### config.mk
export PLATFORM = sky130hd
export DESIGN_NAME = traffic_phase_ctrl
export DESIGN_NICKNAME = d
export VERILOG_FILES = /design/src/rtl/traffic_phase_ctrl.sv
export SDC_FILE = /design/constraint.sdc
export NUM_CORES = 1
export LEC_CHECK = 0
export ABC_AREA = 1
export CAP_MARGIN = 20
export CORE_ASPECT_RATIO = 1.5
export CORE_MARGIN = 2
export CORE_UTILIZATION = 54
export DETAILED_ROUTE_END_ITERATION = 16
export PLACE_DENSITY = 0.91
export REMOVE_ABC_BUFFERS = 1
export SKIP_LAST_GASP = 1
export SLEW_MARGIN = 15
export SYNTH_ARGS = -nofsm -noshare
export SYNTH_HDL_FRONTEND = slang
export SYNTH_SLANG_ARGS = --single-unit
### constraint.sdc
create_clock -name clk -period 2 [get_ports clk]
set_input_delay 0.6 -clock clk [delete_from_list [all_inputs] [get_ports clk]]
set_output_delay 0.6 -clock clk [all_outputs]
set_load 0.02 [all_outputs]
### src/rtl/traffic_phase_ctrl.sv
// Crossroads phase sequencer: NS/EW lamps, per-phase countdown, pedestrian shortening, emergency flash.
// Latency: every output registered, 1 clk after the causing edge; no backpressure, tick_1s is consumed when seen.
module traffic_phase_ctrl #(
  parameter int T_GREEN   = 30,
  parameter int T_YELLOW  = 3,
  parameter int T_ALLRED  = 2,
  parameter int T_PED_MIN = 10
) (
  input  logic       clk,
  input  logic       rst,
  input  logic       tick_1s,
  input  logic       ped_req,
  input  logic       emergency,
  output logic [2:0] ns_light,
  output logic [2:0] ew_light,
  output logic [6:0] countdown,
  output logic [2:0] phase,
  output logic       walk
);

  typedef enum logic [2:0] {
    NS_GREEN = 3'd0,
    NS_YEL   = 3'd1,
    RED_A    = 3'd2,
    EW_GREEN = 3'd3,
    EW_YEL   = 3'd4,
    RED_B    = 3'd5,
    EMERG    = 3'd6
  } state_t;

  localparam logic [6:0] DUR_GREEN  = 7'(T_GREEN);
  localparam logic [6:0] DUR_YELLOW = 7'(T_YELLOW);
  localparam logic [6:0] DUR_ALLRED = 7'(T_ALLRED);
  localparam logic [6:0] PED_MIN    = 7'(T_PED_MIN);

  state_t state;
  state_t adv;
  logic   ped_pending;
  logic   blink;
  logic   in_green;

  function automatic state_t next_of(input state_t s);
    case (s)
      NS_GREEN: next_of = NS_YEL;
      NS_YEL:   next_of = RED_A;
      RED_A:    next_of = EW_GREEN;
      EW_GREEN: next_of = EW_YEL;
      EW_YEL:   next_of = RED_B;
      default:  next_of = NS_GREEN;
    endcase
  endfunction

  function automatic logic [6:0] dur_of(input state_t s);
    case (s)
      NS_GREEN, EW_GREEN: dur_of = DUR_GREEN;
      NS_YEL, EW_YEL:     dur_of = DUR_YELLOW;
      default:            dur_of = DUR_ALLRED;
    endcase
  endfunction

  // {ns_light, ew_light}, each {R,Y,G}
  function automatic logic [5:0] lamps_of(input state_t s, input logic b);
    case (s)
      NS_GREEN: lamps_of = {3'b001, 3'b100};
      NS_YEL:   lamps_of = {3'b010, 3'b100};
      EW_GREEN: lamps_of = {3'b100, 3'b001};
      EW_YEL:   lamps_of = {3'b100, 3'b010};
      EMERG:    lamps_of = {1'b0, b, 1'b0, 1'b0, b, 1'b0};
      default:  lamps_of = {3'b100, 3'b100};
    endcase
  endfunction

  assign adv      = next_of(state);
  assign in_green = (state == NS_GREEN) || (state == EW_GREEN);
  assign phase    = state;

  always_ff @(posedge clk) begin
    if (rst) begin
      state                <= NS_GREEN;
      countdown            <= DUR_GREEN;
      {ns_light, ew_light} <= lamps_of(NS_GREEN, 1'b0);
      walk                 <= 1'b0;
      ped_pending          <= 1'b0;
      blink                <= 1'b0;
    end else begin
      if (ped_req)
        ped_pending <= 1'b1;

      if (state != EMERG && emergency) begin
        state                <= EMERG;
        countdown            <= 7'd0;
        walk                 <= 1'b0;
        blink                <= 1'b1;
        {ns_light, ew_light} <= lamps_of(EMERG, 1'b1);
      end else if (state == EMERG) begin
        // Exit always lands in an all-red clearance; a held ped request is served at the next RED entry.
        if (!emergency) begin
          state                <= RED_B;
          countdown            <= DUR_ALLRED;
          walk                 <= 1'b0;
          blink                <= 1'b0;
          {ns_light, ew_light} <= lamps_of(RED_B, 1'b0);
        end else if (tick_1s) begin
          blink                <= ~blink;
          {ns_light, ew_light} <= lamps_of(EMERG, ~blink);
        end
      end else if (tick_1s) begin
        if (countdown == 7'd1) begin
          state                <= adv;
          countdown            <= dur_of(adv);
          {ns_light, ew_light} <= lamps_of(adv, 1'b0);
          if (adv == RED_A || adv == RED_B) begin
            walk        <= ped_pending;
            ped_pending <= ped_req;
          end else begin
            walk <= 1'b0;
          end
        end else if (in_green && ped_pending && countdown > PED_MIN) begin
          countdown <= PED_MIN;
        end else begin
          countdown <= countdown - 7'd1;
        end
      end
    end
  end

endmodule

==> results.md, run 1 <==
- Most frequent cells in the layout: nand2_1 (45), dfxtp_1 (19), clkdlybuf4s50_1 (18)
- Share of layout cells above drive strength 1: 0.1487
- CP Class: reg2out
- First-pass iteration count of the detailed router: 5
- Pin count of the biggest net entering global routing: 12
- Leak Pwr: slightly below 0.7 nW
- H-tree Lvls: 1
- Clock Tree Root: clkbuf_4
- Dpl cells: around 210
- Diodes inserted: 0
- Row count: 20
- FMAX: 512.6 MHz
- Initial antenna violation count: 0
- Drt wl/cell: 12.68 um
- CP cell instances: clkdlybuf4s50_1
- Worst-path clk slew: 0.10 ns
- Crit. End Element: output port
- Routing usage on met3: 0.02230
- Fin crit share: 0.9755
- Final WS setup: 0.04900 ns
- Setup-failing EPs final: 0
- Worst hold stages: 2
- Post-Syn Instances: 167
- Netlist cell types: 23
- # Max-Cap Violations: 0
- Cell area power density: between 600 and 700 nW/um^2
- Layout Nets: slightly above 200
- Unrepaired setup endpoints after global routing: false
- Total Neg Setup Slack: 0 ns
- Total global-route track usage: 0.2640
- Relative slew slack: 0.8096
- Residual DRC: 0
- First-pass GRT wire length: 4491 um
- Worst path slowest cell: clkdlybuf4s50_1
- Worst vdd ir: 0.0004560 V
- Core area: 2002 um^2
- Area grow syn2layout: 25.58%
- Final hold viol count: 0
- Vias: 1219
- Cell Count, Final, Fillers Out: 217
- Met2 Resource Use GR: 0.4799
- CTS buffer count: 3
- Capturing point of the worst reg2reg path: phase[2]
- Yosys synthesis warning count: 0
- Crit path buffers/inverters: 1
- Routability cong.: 0.8861
- Skew-Pair Late Insertion Delay: 0.30 ns
- Die Width: 41.27 um
- Status: finished, final reports clean
- Reg2reg start: countdown[1]
- Cell Area, Synth: 1125 um^2
- Clock skew: around 0.0018 ns
- Die ar.: 2472 um^2
- Post-DP Area: 1385 um^2
- Hold_sp: ew_light[1]
- Die Y-Extent: 59.90 um
- Post-DR vias/cell: 5.618
- Worst Setup Start Kind: register
- CP max stage delay: 0.63 ns
- HPWL reported at the end of detailed placement: 2202 um
- Ports: 22
- R2R Setup Slk: roughly 0.49 ns
- Clock Tree Buf Depth: 2
- Number of synthesized register bits: 19
- Commonest non-fill, non-tap cell in the layout: nand2_1
- Vias in the first global route: 1160
- GR peak layer: met2
- Post-route antenna net violation count: 0
- DRT Wirelength: between 2000 and 3000 um
- Hold Path End: ew_light[1]
- Crit path max-delay family: buffers and inverters
- Crit path DAT: approximately 1.4 ns
- Clock sink total: 19
- Slew of the pin with the lowest slew margin: 0.2852 ns
- Min cycle time layout: 1.951 ns
- Path depth of the worst reg2reg path: 8
- Gr ovfl total: 0
- PortBufs: 21
- M1 GR Usage: 0.2642
- Design Area, Final: 1413 um^2
- Hold WC Path Type: reg2reg
- Setup Fix Bufs, Post-CTS: 0
- CTS tree: yes
- Dpl ws: 0.008196 ns
- Initial core utilization: 0.5619
- Highest net fanout along the worst path: 5
- Initial DRC count: 44
- Mapped Avg Cell Area: 6.736 um^2
- Worst EP required: between 1 and 1.5 ns
- Total power: 0.0009010 W
- Final slew viol count: 0
- Register area share after synthesis: 0.3382
## per-stage QoR
stage	utilization	hold WS, ns
after CTS	0.7044	0.4774
after detailed placement	0.6919	0.4652
after floorplan	-	0.4563
final	0.7056	0.4819
after global placement	0.6919	0.4532
after global routing	0.7056	0.5136
## cells in the mapped netlist
cell type	n	area, um^2
nand2_1	45	168.9
dfxtp_1	19	380.4
inv_1	17	63.81
nand3_1	16	80.08
nor2_1	15	56.30
a21oi_1	11	55.05
inv_2	6	22.52
nand2_2	6	37.54
o21ai_0	5	25.02
nand4_1	4	25.02
ha_1	3	37.54
o21ai_1	3	15.01
nor2_2	2	12.51
nor2_4	2	22.52
nor3_1	2	10.01
o211ai_1	2	15.01
o21ai_2	2	17.52
xor2_1	2	17.52
a31oi_1	1	6.260
buf_4	1	7.510
nand2_4	1	11.26
nand3_4	1	17.52
nor2_8	1	20.02
## layer usage
metal  vias up  routed length, um
met5         -                  0
met4         0                133
met3        15                134
met2        59               1472
met1       549               1010
li1        596                  -
## cell families (layout without fill, tap and decap cells)
family / Yosys count / after routing / synth area share
and+or+nand+nor: 95 / 95 / 0.4105
adders and majority gates: 3 / 3 / 0.03337
AOI/OAI and AO/OA: 24 / 24 / 0.1190
buffers and inverters: 24 / 52 / 0.08343
DFF: 19 / 19 / 0.3381
xor gates and xnor gates: 2 / 2 / 0.01558
## flip-flops by register name, summed over array words and instances (netlist names)
signal	flops
phase	3
ped_pending	1
ew_light	3
walk	1
blink	1
countdown	7
ns_light	3
## area by class of cell
type                    count  area [um^2]
fillers                   169        589.3
clock inverters             1        5.005
inverters                  23        86.33
well taps                  22        27.53
repair buffers             25        240.2
flip-flops and latches     19        380.4
multi-input cells         124        650.6
clock buffers               3        22.52
## how the worst max path moves through the flow
stage / depth (start not counted) / from / slack [ns] / to
2_1_floorplan: 8 / countdown[1] / 0.53 / phase[2]
3_3_place_gp: 8 / emergency / 0.1 / ew_light[1]
3_5_place_dp: 8 / emergency / 0.008 / ns_light[1]
4_1_cts: 1 / phase[0] / 0.03 / phase[0]
5_1_grt: 1 / countdown[1] / 0.0008 / countdown[1]
6_report: 1 / countdown[1] / 0.05 / countdown[1]
## where the power goes
group	leakage, nW	switching, W	internal (W)
combinational	0.509	0.000168	0.000109
sequential	0.157	0.0000238	0.000405
clock	0.0177	0.000120	0.0000747
## timing repair
| item | 4_1_cts | 5_1_grt |
|---|---|---|
| endpoints found under the setup margin | 2 | 1 |
| cloned | 0 | 0 |
| resized for setup | 2 | 1 |
| hold buffers | 0 | 0 |
Power figures use the tool's default switching activity.
==> run 2: changes to the inputs <==
ABC_AREA = default   (was 1)
CORE_UTILIZATION = 55   (was 54)
==> run 2 against run 1 <==
The flow now finishes with violations (setup timing). Clock skew rose by 0.0060 ns. Synthesized cell count down 11%. Design area is 17% higher. First-iteration DRC count up 36%. Final cell count shrank 0.46%. Via count is 8.6% higher. Sequential share of layout area fell by 3.8 points. Clock-buffer cell count is 1 higher. Routed wire length up 32%. Critical endpoint is now countdown[3]. Highest routed layer unchanged.
==> results.md, run 2 <==
- Skew-Pair Late Insertion Delay: 0.30 ns (about the same)
- Combinational fraction of design power: 0.324 (+0.016)
- Yosys synthesis warning count: 0 (unchanged)
- HPWL reported at the end of detailed placement: 2788 um (+27%)
- Gr ovfl total: 0 (unchanged)
- First-pass GRT wire length: 5568 um (+24%)
- FMAX: 495.8 MHz (-3.3%)
- Final slew viol count: 0 (unchanged)
- Status: finished with violations
- Clock sink total: 19 (unchanged)
- Crit path max-delay family: compound AO/OA/AOI/OAI gates
- Number of synthesized register bits: 19 (unchanged)
- Clock skew: 0.007738 ns (+0.005967 ns)
- Net Sw Frac: 0.3351 (-0.01139)
- CP Class: reg2reg
- Share of layout cells above drive strength 1: 0.2010 (+0.05231)
- DRT Wirelength: 3645 um (+32%)
- Relative slew slack: 0.7165 (-0.09315)
- Total global-route track usage: 0.2923 (+0.02835)
- Crit. End Element: register
- Initial DRC count: 60 (+36%)
- Hold_buf cts: 0 (unchanged)
- Layout Nets: 203 (-0.49%)
- Highest net fanout along the worst path: 7 (+2)
- Synth area leaders: dfxtp_1 (32%), nand2_1 (4.7%), o21ai_0 (4.6%), a21oi_1 (3.8%), ha_1 (3.1%)
- Post-Syn Instances: 148 (-11%)
- Setup Fix Bufs, Post-CTS: 0 (unchanged)
- Design Area, Final: 1647 um^2 (+17%)
- Vias: 1324 (+8.6%)
- FF+latch area: 381.6 um^2 (+0.33%)
- Area occupied by multi-input gates: 765.7 um^2 (+18%)
- Commonest non-fill, non-tap cell in the layout: buf_4
- Post-route antenna net violation count: 0 (unchanged)
- Hold_ws: 0.4796 ns (-0.002288 ns)
- Initial antenna violation count: 0 (unchanged)
- Synth top cells by count: dfxtp_1 (19), nand2_1 (15), o21ai_0 (11)
- Area grow syn2layout: 37.37%
- R2R Setup Slk: -0.02 ns (-0.51 ns)
- Row count: 20 (unchanged)
- Residual DRC: 0 (unchanged)
- Cell area power density: 570.3 nW/um^2 (-11%)
- Critical Path Source: countdown[1]
- Most frequent cells in the layout: buf_4 (28), dfxtp_1 (18), nand2_1 (15)
- Post-DR vias/cell: 6.130 (+9.1%)
- Reg2reg start: countdown[1]
- Netlist cell types: 48 (+110%)
- Die Y-Extent: 61.18 um (+2.1%)
- Synth Flop Type: dfxtp_1
- Diodes inserted: 0 (unchanged)
- Slew of the pin with the lowest slew margin: 0.4218 ns (+0.1366 ns)
- Final hold viol count: 0 (unchanged)
- Post_cts resized: 8 (+6)
- Drt wl/cell: 16.88 um (+33%)
- Post-DP Area: 1615 um^2 (+17%)
- Die Width: 42.12 um (+2.1%)
- Worst-path clk slew: 0.11 ns (about the same)
- Worst path slowest cell: or4bb_1
- CTS tree: yes
- Max reg flops: 7 (unchanged)
- Worst Setup Start Kind: register
- Clk pwr share: 0.211 (-0.005)
- PortBufs: 21 (unchanged)
- Synth top area share: 0.3173 (-0.02083)
- Mapped Avg Cell Area: 8.099 um^2 (+20%)
- Register area share after synthesis: 0.3173 (-0.02083)
- Pin count of the biggest net entering global routing: 14 (+2)
- Int Pwr: 0.0006244 W (+6.0%)
- Min cycle time layout: 2.017 ns (+0.06603 ns)
- Crit path buffers/inverters: 0 (-1)
- Post-synth EDFFs: 0 (unchanged)
- Clock Tree Buf Depth: 2 (unchanged)
- Clock Tree Root: clkbuf_4
- Leak Pwr: 0.6821 nW (-0.31%)
- Hold WC Path Type: reg2reg
- Count leader, synth: dfxtp_1
- Hold_sp: ew_light[2]
- Cell taking the most area after synthesis: dfxtp_1
- Routability cong.: 0.9487 (+7.1%)
- Core area: 2052 um^2 (+2.5%)
- # Max-Cap Violations: 0 (unchanged)
- Worst EP required: 2.20 ns (+0.80 ns)
- Failing checks: setup timing
- Final WS setup: -0.01703 ns (-0.06603 ns)
- Cell Area, Synth: 1199 um^2 (+6.6%)
- H-tree Lvls: 1 (unchanged)
- Sequential power share: 0.465 (-0.011)
- Cell Count, Final, Fillers Out: 216 (-0.46%)
- Worst vdd ir: 0.0005016 V (+10%)
- CP max stage delay: 0.51 ns (-0.12 ns)
- First-pass iteration count of the detailed router: 4 (-1)
- Setup-failing EPs final: 1 (+1)
- Biggest register: countdown
- Ports: 22 (unchanged)
- Net switching power: 0.0003147 W (+0.80%)
- Filler Cell Count: 159 (-5.9%)
- Crit path DAT: 2.21 ns (+0.86 ns)
- Async S/R FF share, synth: 0 (unchanged)
- Vias in the first global route: 1222 (+5.3%)
- Initial core utilization: 0.5841 (+0.02227)
- Dpl cells: 212 (-0.47%)
- CP cell instances: ha_1, nor2b_1, o21ai_1, a2111oi_4, or4bb_1, a221o_1
- Fin crit share: 1.009 (+0.03301)
- Die ar.: 2576 um^2 (+4.2%)
- CTS buffer count: 3 (unchanged)
run 2: worst reg2reg max path: stages (launching register included):
cell and delay, ns:
dfxtp_1 0.46, ha_1 0.20, nor2b_1 0.05, o21ai_1 0.25
a2111oi_4 0.15, or4bb_1 0.51, a221o_1 0.30
run 2: per-stage QoR:
step | power (W) | utilization | setup slack, ns | setup TNS (ns)
2_1_floorplan | 0.0005977 | - | -0.1844 | -0.3236
3_3_place_gp | 0.0007358 | 0.7872 | -0.01988 | -0.05927
3_5_place_dp | 0.0007440 | 0.7872 | -0.04249 | -0.1728
4_1_cts | 0.0009321 | 0.7963 | 0.04208 | 0
5_1_grt | 0.0009761 | 0.8024 | -0.04582 | -0.04582
6_report | 0.0009391 | 0.8024 | -0.01703 | -0.01703
run 2: power groups by stage:
stage / Combinational [W] / Clock (W) / Sequential [W]
3_3_place_gp: 0.000293 / 0 / 0.000442
3_5_place_dp: 0.000299 / 0 / 0.000445
2_1_floorplan: 0.000120 / 0 / 0.000478
5_1_grt: 0.000326 / 0.000209 / 0.000441
6_report: 0.000304 / 0.000198 / 0.000437
4_1_cts: 0.000294 / 0.000202 / 0.000436
run 2: routing by layer:
layer,share of wire,GRT usage,up-vias
met5,0,0,-
met4,0.046,0.1429,0
met3,0.055,0.02639,17
met2,0.53,0.5781,66
met1,0.37,0.3117,604
li1,-,-,637
run 2: cell type report:
class                   instances  share of cell area
multi-input cells             113              0.4650
repair buffers                 49              0.2500
flip-flops and latches         19              0.2318
inverters                       9             0.02052
well taps                      22             0.01672
clock buffers                   4             0.01596
run 2: cell families after synthesis:
kind of cell | Yosys count | share of synthesized area
xor+xnor | 4 | 0.02923
mux | 2 | 0.01670
compound gates | 50 | 0.3027
flops | 19 | 0.3173
fa+ha+maj | 3 | 0.03132
simple gates | 54 | 0.2484
buf+inv | 16 | 0.05428
run 2: final timing paths:
check                       to  cells past startpoint
hold reg to reg    ew_light[2]                      1
setup / recovery  countdown[3]                      6
hold / removal     ew_light[2]                      1
setup reg to reg  countdown[3]                      6
==> run 3: changes to the inputs <==
CELL_PAD_IN_SITES_DETAIL_PLACEMENT = 0   (was default)
CELL_PAD_IN_SITES_GLOBAL_PLACEMENT = 1   (was default)
CORE_UTILIZATION = 41   (was 55)
PLACE_DENSITY = 0.92   (was 0.91)
==> run 3 against run 2 <==
The flow now finishes without violations. Global-route usage down 5.9 points. Largest cell class unchanged. Hold slack worse by 0.015 ns. Combinational power up 2%. Core utilization shrank 22 points. Design area rose by 1.5%.
==> results.md, run 3 (synthesis gave the netlist of run 2 again) <==
- Cell Count, Final, Fillers Out: 228 (+5.6%)
- Vias: 1307 (-1.3%)
- Setup-failing EPs final: 0 (-1)
- CP cell instances: clkdlybuf4s50_1
- CP Class: reg2out
- Row count: 24 (+20%)
- Int Pwr: 0.0006937 W (+11%)
- First-pass iteration count of the detailed router: 4 (unchanged)
- Hold WC Path Type: reg2reg
- Pin count of the biggest net entering global routing: 16 (+2)
- Sequential power share: 0.426 (-0.039)
- Post-DR vias/cell: 5.732 (-6.5%)
- Clock Tree Buf Depth: 2 (unchanged)
- Relative slew slack: 0.6923 (-0.02413)
- DRT Wirelength: 3496 um (-4.1%)
- Leak Pwr: 0.6785 nW (-0.54%)
- Residual DRC: 0 (unchanged)
- Max reg flops: 7 (unchanged)
- CTS buffer count: 3 (unchanged)
- First-pass GRT wire length: 5713 um (+2.6%)
- Worst path slowest cell: clkdlybuf4s50_1
- Net Sw Frac: 0.3198 (-0.01536)
- Clock sink total: 19 (unchanged)
- Highest net fanout along the worst path: 4 (-3)
- Combinational fraction of design power: 0.304 (-0.020)
- Crit path max-delay family: buffers and inverters
- Area grow syn2layout: 39.46%
- Diodes inserted: 0 (unchanged)
- Clk pwr share: 0.271 (+0.060)
- Initial DRC count: 24 (-60%)
- Hold_buf cts: 0 (unchanged)
- Die ar.: 3381 um^2 (+31%)
- Dpl ws: -0.09390 ns (-0.05141 ns)
- Gr ovfl total: 0 (unchanged)
- HPWL reported at the end of detailed placement: 2736 um (-1.8%)
- Biggest register: countdown
- Core area: 2853 um^2 (+39%)
- Die Y-Extent: 70.22 um (+15%)
- Post-DP Area: 1599 um^2 (-1.0%)
- Die Width: 48.15 um (+14%)
- Share of layout cells above drive strength 1: 0.2011 (about the same)
- Vias in the first global route: 1280 (+4.7%)
- Area occupied by multi-input gates: 774.5 um^2 (+1.1%)
- Post-route antenna net violation count: 0 (unchanged)
- Ports: 22 (unchanged)
- Worst Setup Start Kind: register
- Crit path buffers/inverters: 1 (+1)
- Clock Tree Root: clkbuf_8
- Total global-route track usage: 0.2330 (-0.05931)
- Drt wl/cell: 15.33 um (-9.1%)
- # Max-Cap Violations: 0 (unchanged)
- Final hold viol count: 0 (unchanged)
- Skew-Pair Late Insertion Delay: 0.27 ns (-0.03 ns)
- Dpl cells: 224 (+5.7%)
- Worst vdd ir: 0.0004107 V (-18%)
- FF+latch area: 382.9 um^2 (+0.33%)
- Initial core utilization: 0.4202 (-0.1640)
- Crit path DAT: 1.35 ns (-0.86 ns)
- Filler Cell Count: 290 (+82%)
- Clock skew: 0.01039 ns (+0.002655 ns)
- Final WS setup: 0.04817 ns (+0.06520 ns)
- Worst EP required: 1.40 ns (-0.80 ns)
- Routability cong.: 0.8981 (-5.3%)
- Status: finished, final reports clean
- PortBufs: 21 (unchanged)
- Final slew viol count: 0 (unchanged)
- Min cycle time layout: 1.952 ns (-0.06520 ns)
- Design Area, Final: 1672 um^2 (+1.5%)
- Initial antenna violation count: 0 (unchanged)
- FMAX: 512.3 MHz (+3.3%)
- Fin crit share: 0.9759 (-0.03260)
- Most frequent cells in the layout: buf_4 (23), clkdlybuf4s50_1 (18), dfxtp_1 (17)
- Crit. End Element: output port
- Commonest non-fill, non-tap cell in the layout: buf_4
- CTS tree: yes
- Unrepaired setup endpoints after global routing: false
- Net switching power: 0.0003261 W (+3.6%)
- CP max stage delay: 0.65 ns (+0.14 ns)
- Hold_ws: 0.4645 ns (-0.01507 ns)
- Total Neg Setup Slack: 0 ns (+0.01703 ns)
- Layout Nets: 198 (-2.5%)
- Worst-path clk slew: 0.08 ns (-0.03 ns)
- H-tree Lvls: 1 (unchanged)
- Slew of the pin with the lowest slew margin: 0.4577 ns (+0.03589 ns)
- Cell area power density: 610.1 nW/um^2 (+7.0%)
-- run 3: cell types whose count changed in the layout (fill, tap and decap cells not counted), moves of 2 or more --
cell             previous run  this run
clkbuf_4                    3         0
dlymetal6s2s_1              0         2
dlygate4sd2_1               7         1
clkbuf_8                    0         3
clkdlybuf4s50_1            14        18
o21ai_0                    11         9
buf_4                      28        23
-- run 3: final timing paths --
check / start / end / slack, ns / cells past startpoint
max reg2reg: countdown[2] / countdown[2] / 0.09 / 5
max: phase[1] / phase[1] / 0.05 / 1
min reg2reg: ns_light[0] / ns_light[0] / 0.46 / 1
min: ns_light[0] / ns_light[0] / 0.46 / 1
-- run 3: power by group through the flow --
stage / Combinational, W / Clock, W / Sequential (W)
floorplan: 0.000120 / 0 / 0.000478
global placement: 0.000294 / 0 / 0.000439
detailed placement: 0.000299 / 0 / 0.000441
CTS: 0.000304 / 0.000278 / 0.000433
global route: 0.000336 / 0.000298 / 0.000438
finish: 0.000310 / 0.000276 / 0.000434
-- run 3: worst reg2reg max path, stage by stage (launching register included) --
cell and delay, ns:
dfxtp_2 0.36, or4_4 0.56, nor2_4 0.17, nand2_2 0.12, o221a_4 0.27, a221o_1 0.32
-- run 3: what timing repair did --
| item | in CTS | in global routing |
|---|---|---|
| buffers inserted | 0 | 0 |
| pin swaps | 0 | 2 |
| setup endpoints to repair | 5 | 6 |
| gates resized for setup | 3 | 8 |
-- run 3: cell type report --
type                    instances  area share
repair buffers                 44      0.2313
well taps                      39     0.02919
inverters                       9     0.02021
clock buffers                   4     0.02695
multi-input cells             113      0.4633
flip-flops and latches         19      0.2290
-- run 3: routing by layer --
| metal | vias up | track usage | routed length (um) |
|---|---|---|---|
| met2 | 39 | 0.3947 | 1901 |
| li1 | 630 | - | - |
| met1 | 623 | 0.2632 | 1333 |
| met4 | 0 | 0.1141 | 144 |
| met5 | - | 0 | 0 |
| met3 | 15 | 0.03101 | 117 |
-- run 3: stage by stage --
| step | utilization | power [W] |
|---|---|---|
| finish | 0.5860 | 0.001020 |
| global route | 0.5860 | 0.001072 |
| CTS | 0.5807 | 0.001015 |
| detailed placement | 0.5605 | 0.0007402 |
| global placement | 0.5605 | 0.0007333 |
| floorplan | - | 0.0005977 |
==> edit 1 (flow settings as in run 1) <==
Register the output `countdown` once more, cleared by the reset; this adds one clock of latency there. The other outputs are not delayed to match.
--- a/src/rtl/traffic_phase_ctrl.sv
+++ b/src/rtl/traffic_phase_ctrl.sv
@@ -33,4 +33,6 @@
   localparam logic [6:0] DUR_ALLRED = 7'(T_ALLRED);
   localparam logic [6:0] PED_MIN    = 7'(T_PED_MIN);
+
+  logic [6:0] countdown_s0;
 
   state_t state;
@@ -78,5 +80,5 @@
     if (rst) begin
       state                <= NS_GREEN;
-      countdown            <= DUR_GREEN;
+      countdown_s0         <= DUR_GREEN;
       {ns_light, ew_light} <= lamps_of(NS_GREEN, 1'b0);
       walk                 <= 1'b0;
@@ -89,5 +91,5 @@
       if (state != EMERG && emergency) begin
         state                <= EMERG;
-        countdown            <= 7'd0;
+        countdown_s0         <= 7'd0;
         walk                 <= 1'b0;
         blink                <= 1'b1;
@@ -97,5 +99,5 @@
         if (!emergency) begin
           state                <= RED_B;
-          countdown            <= DUR_ALLRED;
+          countdown_s0         <= DUR_ALLRED;
           walk                 <= 1'b0;
           blink                <= 1'b0;
@@ -106,7 +108,7 @@
         end
       end else if (tick_1s) begin
-        if (countdown == 7'd1) begin
+        if (countdown_s0 == 7'd1) begin
           state                <= adv;
-          countdown            <= dur_of(adv);
+          countdown_s0         <= dur_of(adv);
           {ns_light, ew_light} <= lamps_of(adv, 1'b0);
           if (adv == RED_A || adv == RED_B) begin
@@ -116,8 +118,8 @@
             walk <= 1'b0;
           end
-        end else if (in_green && ped_pending && countdown > PED_MIN) begin
-          countdown <= PED_MIN;
+        end else if (in_green && ped_pending && countdown_s0 > PED_MIN) begin
+          countdown_s0 <= PED_MIN;
         end else begin
-          countdown <= countdown - 7'd1;
+          countdown_s0 <= countdown_s0 - 7'd1;
         end
       end
@@ -125,4 +127,12 @@
   end
 
+  always_ff @(posedge clk) begin
+    if (rst) begin
+      countdown <= '0;
+    end else begin
+      countdown <= countdown_s0;
+    end
+  end
+
 endmodule
 
Behaviour: not the same (a bounded check fails within 4 cycles, from zero or initial values and one cycle with rst high).
==> edit 1 against run 1 <==
Area after synthesis rose by 31%. Die area increased by 28%. Power up 32%. First-iteration DRC count did not move. Setup slack improved by 120 ps. Final area rose by 26%. Routed wire length rose by 17%. Critical path type unchanged. Sequential power grew 35%. Sequential cell count increased by 7. Utilization shrank 2.4 points.
==> edit 1: results (changes against run 1) <==
Status
  – Status: finished clean (unchanged)

Layout
  – Fill cells: 213 (was 169)
  – Share of layout cells above drive strength 1: 15.9% (was 14.9%)
  – Clock network area share: 2.31% (was 1.95%)
  – Sequential cell count: 26 (was 19)
  – Inverter count: 31 (was 23)
  – Non-clock buffering overhead: 13.6% (was 17.0%)
  – Nets: 242 (was 204)
  – #MultiIn Comb: 147 (was 124)
  – Area occupied by registers: 520 µm² (was 380 µm²)

Routing
  – Met2 Routed Length: 1790 µm (was 1470 µm)
  – DR WL met3: 81 µm (was 134 µm)
  – First-pass iteration count of the detailed router: 4 (was 5)
  – M1 WL: 1200 µm (was 1010 µm)
  – Via density: 5.16 (was 5.62)
  – Wirelength per Cell: 11.9 µm (was 12.7 µm)

Place
  – Post-DP HPWL: 2500 µm (was 2200 µm)
  – Post-Place Worst Slack: 32.4 ps (was 8.20 ps)
  – Gpl congestion: 0.949 (was 0.886)

Power and ir drop
  – Net Sw Power: 0.000380 W (was 0.000312 W)
  – VDD IR max: 503 µV (was 456 µV)
  – Design Power: 0.00119 W (was 0.000901 W)

Setup path
  – Crit path max fanout: 2 (was 5)
  – CP startpoint: ns_light[0] (was countdown[1])
  – Worst r2r src: phase[2] (was countdown[1])
  – Critical Path End: ns_light[0] (was countdown[1])
  – R2r setup slk: 500 ps
  – Max incr delay on CP: 610 ps (was 630 ps)
  – Worst R2R End: ped_pending (was phase[2])
  – Worst path slowest cell: clkdlybuf4s50_1 (unchanged)
  – Worst reg-to-reg path cell count: 7 (was 8)

Clock tree
  – CTS root buf: clkbuf_8 (was clkbuf_4)
  – Clock Pin Slew Worst Setup and Hold Paths: 80 ps (was 100 ps)
  – Worst-Skew Late Latency: 270 ps (was 300 ps)

Yosys
  – Top post-synthesis cells by count: nand2_1, nor2_1, dfxtp_1 (was nand2_1, dfxtp_1, inv_1)
  – Adder-Cell Fraction of Synth Area: 2.55% (was 3.34%)
  – Synth Area in XOR/XNOR: 0.596% (was 1.56%)
  – Most area-consuming cells after synthesis: dfxtp_1, nand2_1, nor2_1 (was dfxtp_1, nand2_1, nand3_1)
  – Compound-Gate Fraction of Synth Area: 8.77% (was 11.9%)
  – Register area share after synthesis: 35.4% (was 33.8%)

GRT
  – Global-route wire length before repair: 5390 µm (was 4490 µm)
  – Grt met3 use: 3.69% (was 2.23%)
  – Number of global-route vias before repair: 1,332 (was 1,160)
  – Met1 global-route usage: 22.7% (was 26.4%)
  – GRT Total Usage: 23.6% (was 26.4%)
  – Met2 Resource Use GR: 44.1% (was 48.0%)
  – Largest net degree at the start of global routing: 14 (was 12)

STA
  – Worst Slack Setup Final: 170 ps (was 49.0 ps)
  – Worst Max-Slew Pin Slew: 366 ps (was 285 ps)
  – Worst clock skew: 2.26 ps (was 1.77 ps)

Hold path
  – WHS Endpoint: blink (was ew_light[1])
  – Hold_sp: blink (was ew_light[1])
[edit 1: cell count changes in the layout (fill, tap and decap cells not counted), moves of 3 or more]
| cell | delta |
|---|---|
| inv_1 | +7 |
| clkbuf_4 | -3 |
| o21ai_1 | +3 |
| nor2_1 | +18 |
| nand3_1 | +4 |
| nand2_4 | +7 |
| clkbuf_8 | +3 |
| nand3_2 | +3 |
| nand2_2 | -3 |
| dfxtp_1 | +7 |
| nand2_1 | -3 |
[edit 1: cells by family after synthesis]
logic type | after synthesis
compound gates | 21
fa+ha+maj | 3
xor+xnor | 1
flops | 26
buf+inv | 33
simple gates | 122
[edit 1: timing repair]
item,CTS,global route
endpoints found under the setup margin,0,1
hold buffers,0,0
resized for setup,0,1
[edit 1: per-stage QoR]
stage | std cells | area [µm²] | hold slack (ps)
2_1_floorplan | 204 | 1460 | 433
3_3_place_gp | 266 | 1740 | 441
3_5_place_dp | 266 | 1740 | 454
4_1_cts | 269 | 1780 | 468
5_1_grt | 269 | 1790 | 474
6_report | 269 | 1790 | 466
==> edit 2 (settings of run 1) <==
Without the edit above. Change the parameter `T_PED_MIN` from 10 to 7.
--- a/src/rtl/traffic_phase_ctrl.sv
+++ b/src/rtl/traffic_phase_ctrl.sv
@@ -5,5 +5,5 @@
   parameter int T_YELLOW  = 3,
   parameter int T_ALLRED  = 2,
-  parameter int T_PED_MIN = 10
+  parameter int T_PED_MIN = 7
 ) (
   input  logic       clk,
Function: changed (Yosys sat finds a counterexample within 4 cycles, from zero or initial values and one cycle with rst high).
==> edit 2 against run 1 <==
First-iteration DRC count did not move. Area after synthesis rose by 10%. Cell count rose by 11%. Combinational power fell by 4%. Setup slack got worse by 5.6 ps. Sequential share of layout area fell by 1.6 points. Critical path depth did not move. Highest routed layer unchanged. Via count rose by 5.6%. Sequential cell count did not move. Power fell by 0.78%. Final area rose by 7.1%. Routed wire length fell by 0.55%.
==> edit 2: results (changes against run 1) <==
Status
  – Status: finished clean (unchanged)

Setup path
  – CP startpoint: countdown[2] (was countdown[1])
  – Worst reg-to-reg path cell count: 10 (was 8)

Layout
  – Share of layout cells above drive strength 1: 15.1% (was 14.9%)
  – Fill cells: 205 (was 169)

Routing
  – Via density: 5.34 (was 5.62)
  – First-pass iteration count of the detailed router: 4 (was 5)
  – Total Wirelength: 2740 µm (was 2750 µm)

Power and ir drop
  – VDD IR max: 450 µV (was 456 µV)
  – Leak Pwr: 0.771 nW (was 0.684 nW)

Place
  – Post-DP HPWL: 2180 µm (was 2200 µm)
  – Gpl congestion: 0.937 (was 0.886)
  – Port Buffer Count: 21 (unchanged)
  – Placed Area: 1480 µm² (was 1390 µm²)

Yosys
  – Top post-synthesis cells by count: nand2_1, nor2_1, nand3_1 (was nand2_1, dfxtp_1, inv_1)
  – Register area share after synthesis: 30.7% (was 33.8%)
  – Adder-Cell Fraction of Synth Area: 3.03% (was 3.34%)
  – Most area-consuming cells after synthesis: dfxtp_1, nand2_1, nand3_1 (unchanged)
  – Ys Warns: 0 (unchanged)
  – Compound-Gate Fraction of Synth Area: 8.90% (was 11.9%)

Hold path
  – Hold_sp: ew_light[2] (was ew_light[1])

STA
  – Worst clock skew: 4.11 ps (was 1.77 ps)
  – Worst Max-Slew Pin Slew: 305 ps (was 285 ps)

GRT
  – Number of global-route vias before repair: 1,180 (was 1,160)
  – Global-route wire length before repair: 4720 µm (was 4490 µm)
  – GRT Total Usage: 22.2% (was 26.4%)
  – Largest net degree at the start of global routing: 11 (was 12)
edit 2: cell types whose count changed in the layout (fill, tap and decap cells not counted), moves of 3 or more:
cell,change
nor2_1,+8
nand3_1,+6
nand2_1,+4
nand2_2,+4
inv_1,+3
o21ai_0,-3
o21ai_1,+3
edit 2: area by class of cell:
type	instances	area [µm²]	area share, %
sequential	19	383	25.3
inverter	28	105	6.95
timing repair buffer	23	230	15.2
tap	23	28.8	1.90
multi-input combinational	144	739	48.9
clock buffer	4	26.3	1.74
edit 2: path summary, 6_finish.rpt:
path / to / slack [ps]
max reg2reg: ew_light[1] / 550
max: countdown[2] / 40
min reg2reg: ew_light[2] / 480
min: ew_light[2] / 480
edit 2: kinds of logic after synthesis:
logic type      after synthesis
compound gates               20
xor+xnor                      3
fa+ha+maj                     3
buf+inv                      30
flops                        19
simple gates                118
edit 2: repair_timing:
item                       in CTS  in global routing
setup endpoints to repair       4                  3
pin swaps                       0                  0
resized for setup               4                  3
edit 2: report_power, final:
group,leakage [nW],switching (W),internal (W)
logic,0.598,0.000162,0.000105
registers,0.157,0.0000282,0.000405
clock network,0.0150,0.000117,0.0000779
edit 2: per-stage QoR:
stage	setup WS, ps	hold slack (ps)	instances	util [%]
2_1_floorplan	568	491	191	-
3_3_place_gp	102	455	237	67.0
3_5_place_dp	82.3	453	237	67.0
4_1_cts	16.3	482	241	68.2
5_1_grt	0.561	506	241	68.5
6_report	43.4	479	241	68.5
edit 2: per-layer routing:
metal	track usage, %	vias to the layer above	wire length [µm]
met5	0	-	0
met4	12.5	0	124
met3	2.02	13	110
met2	39.6	40	1400
met1	24.4	572	1100
li1	-	662	-
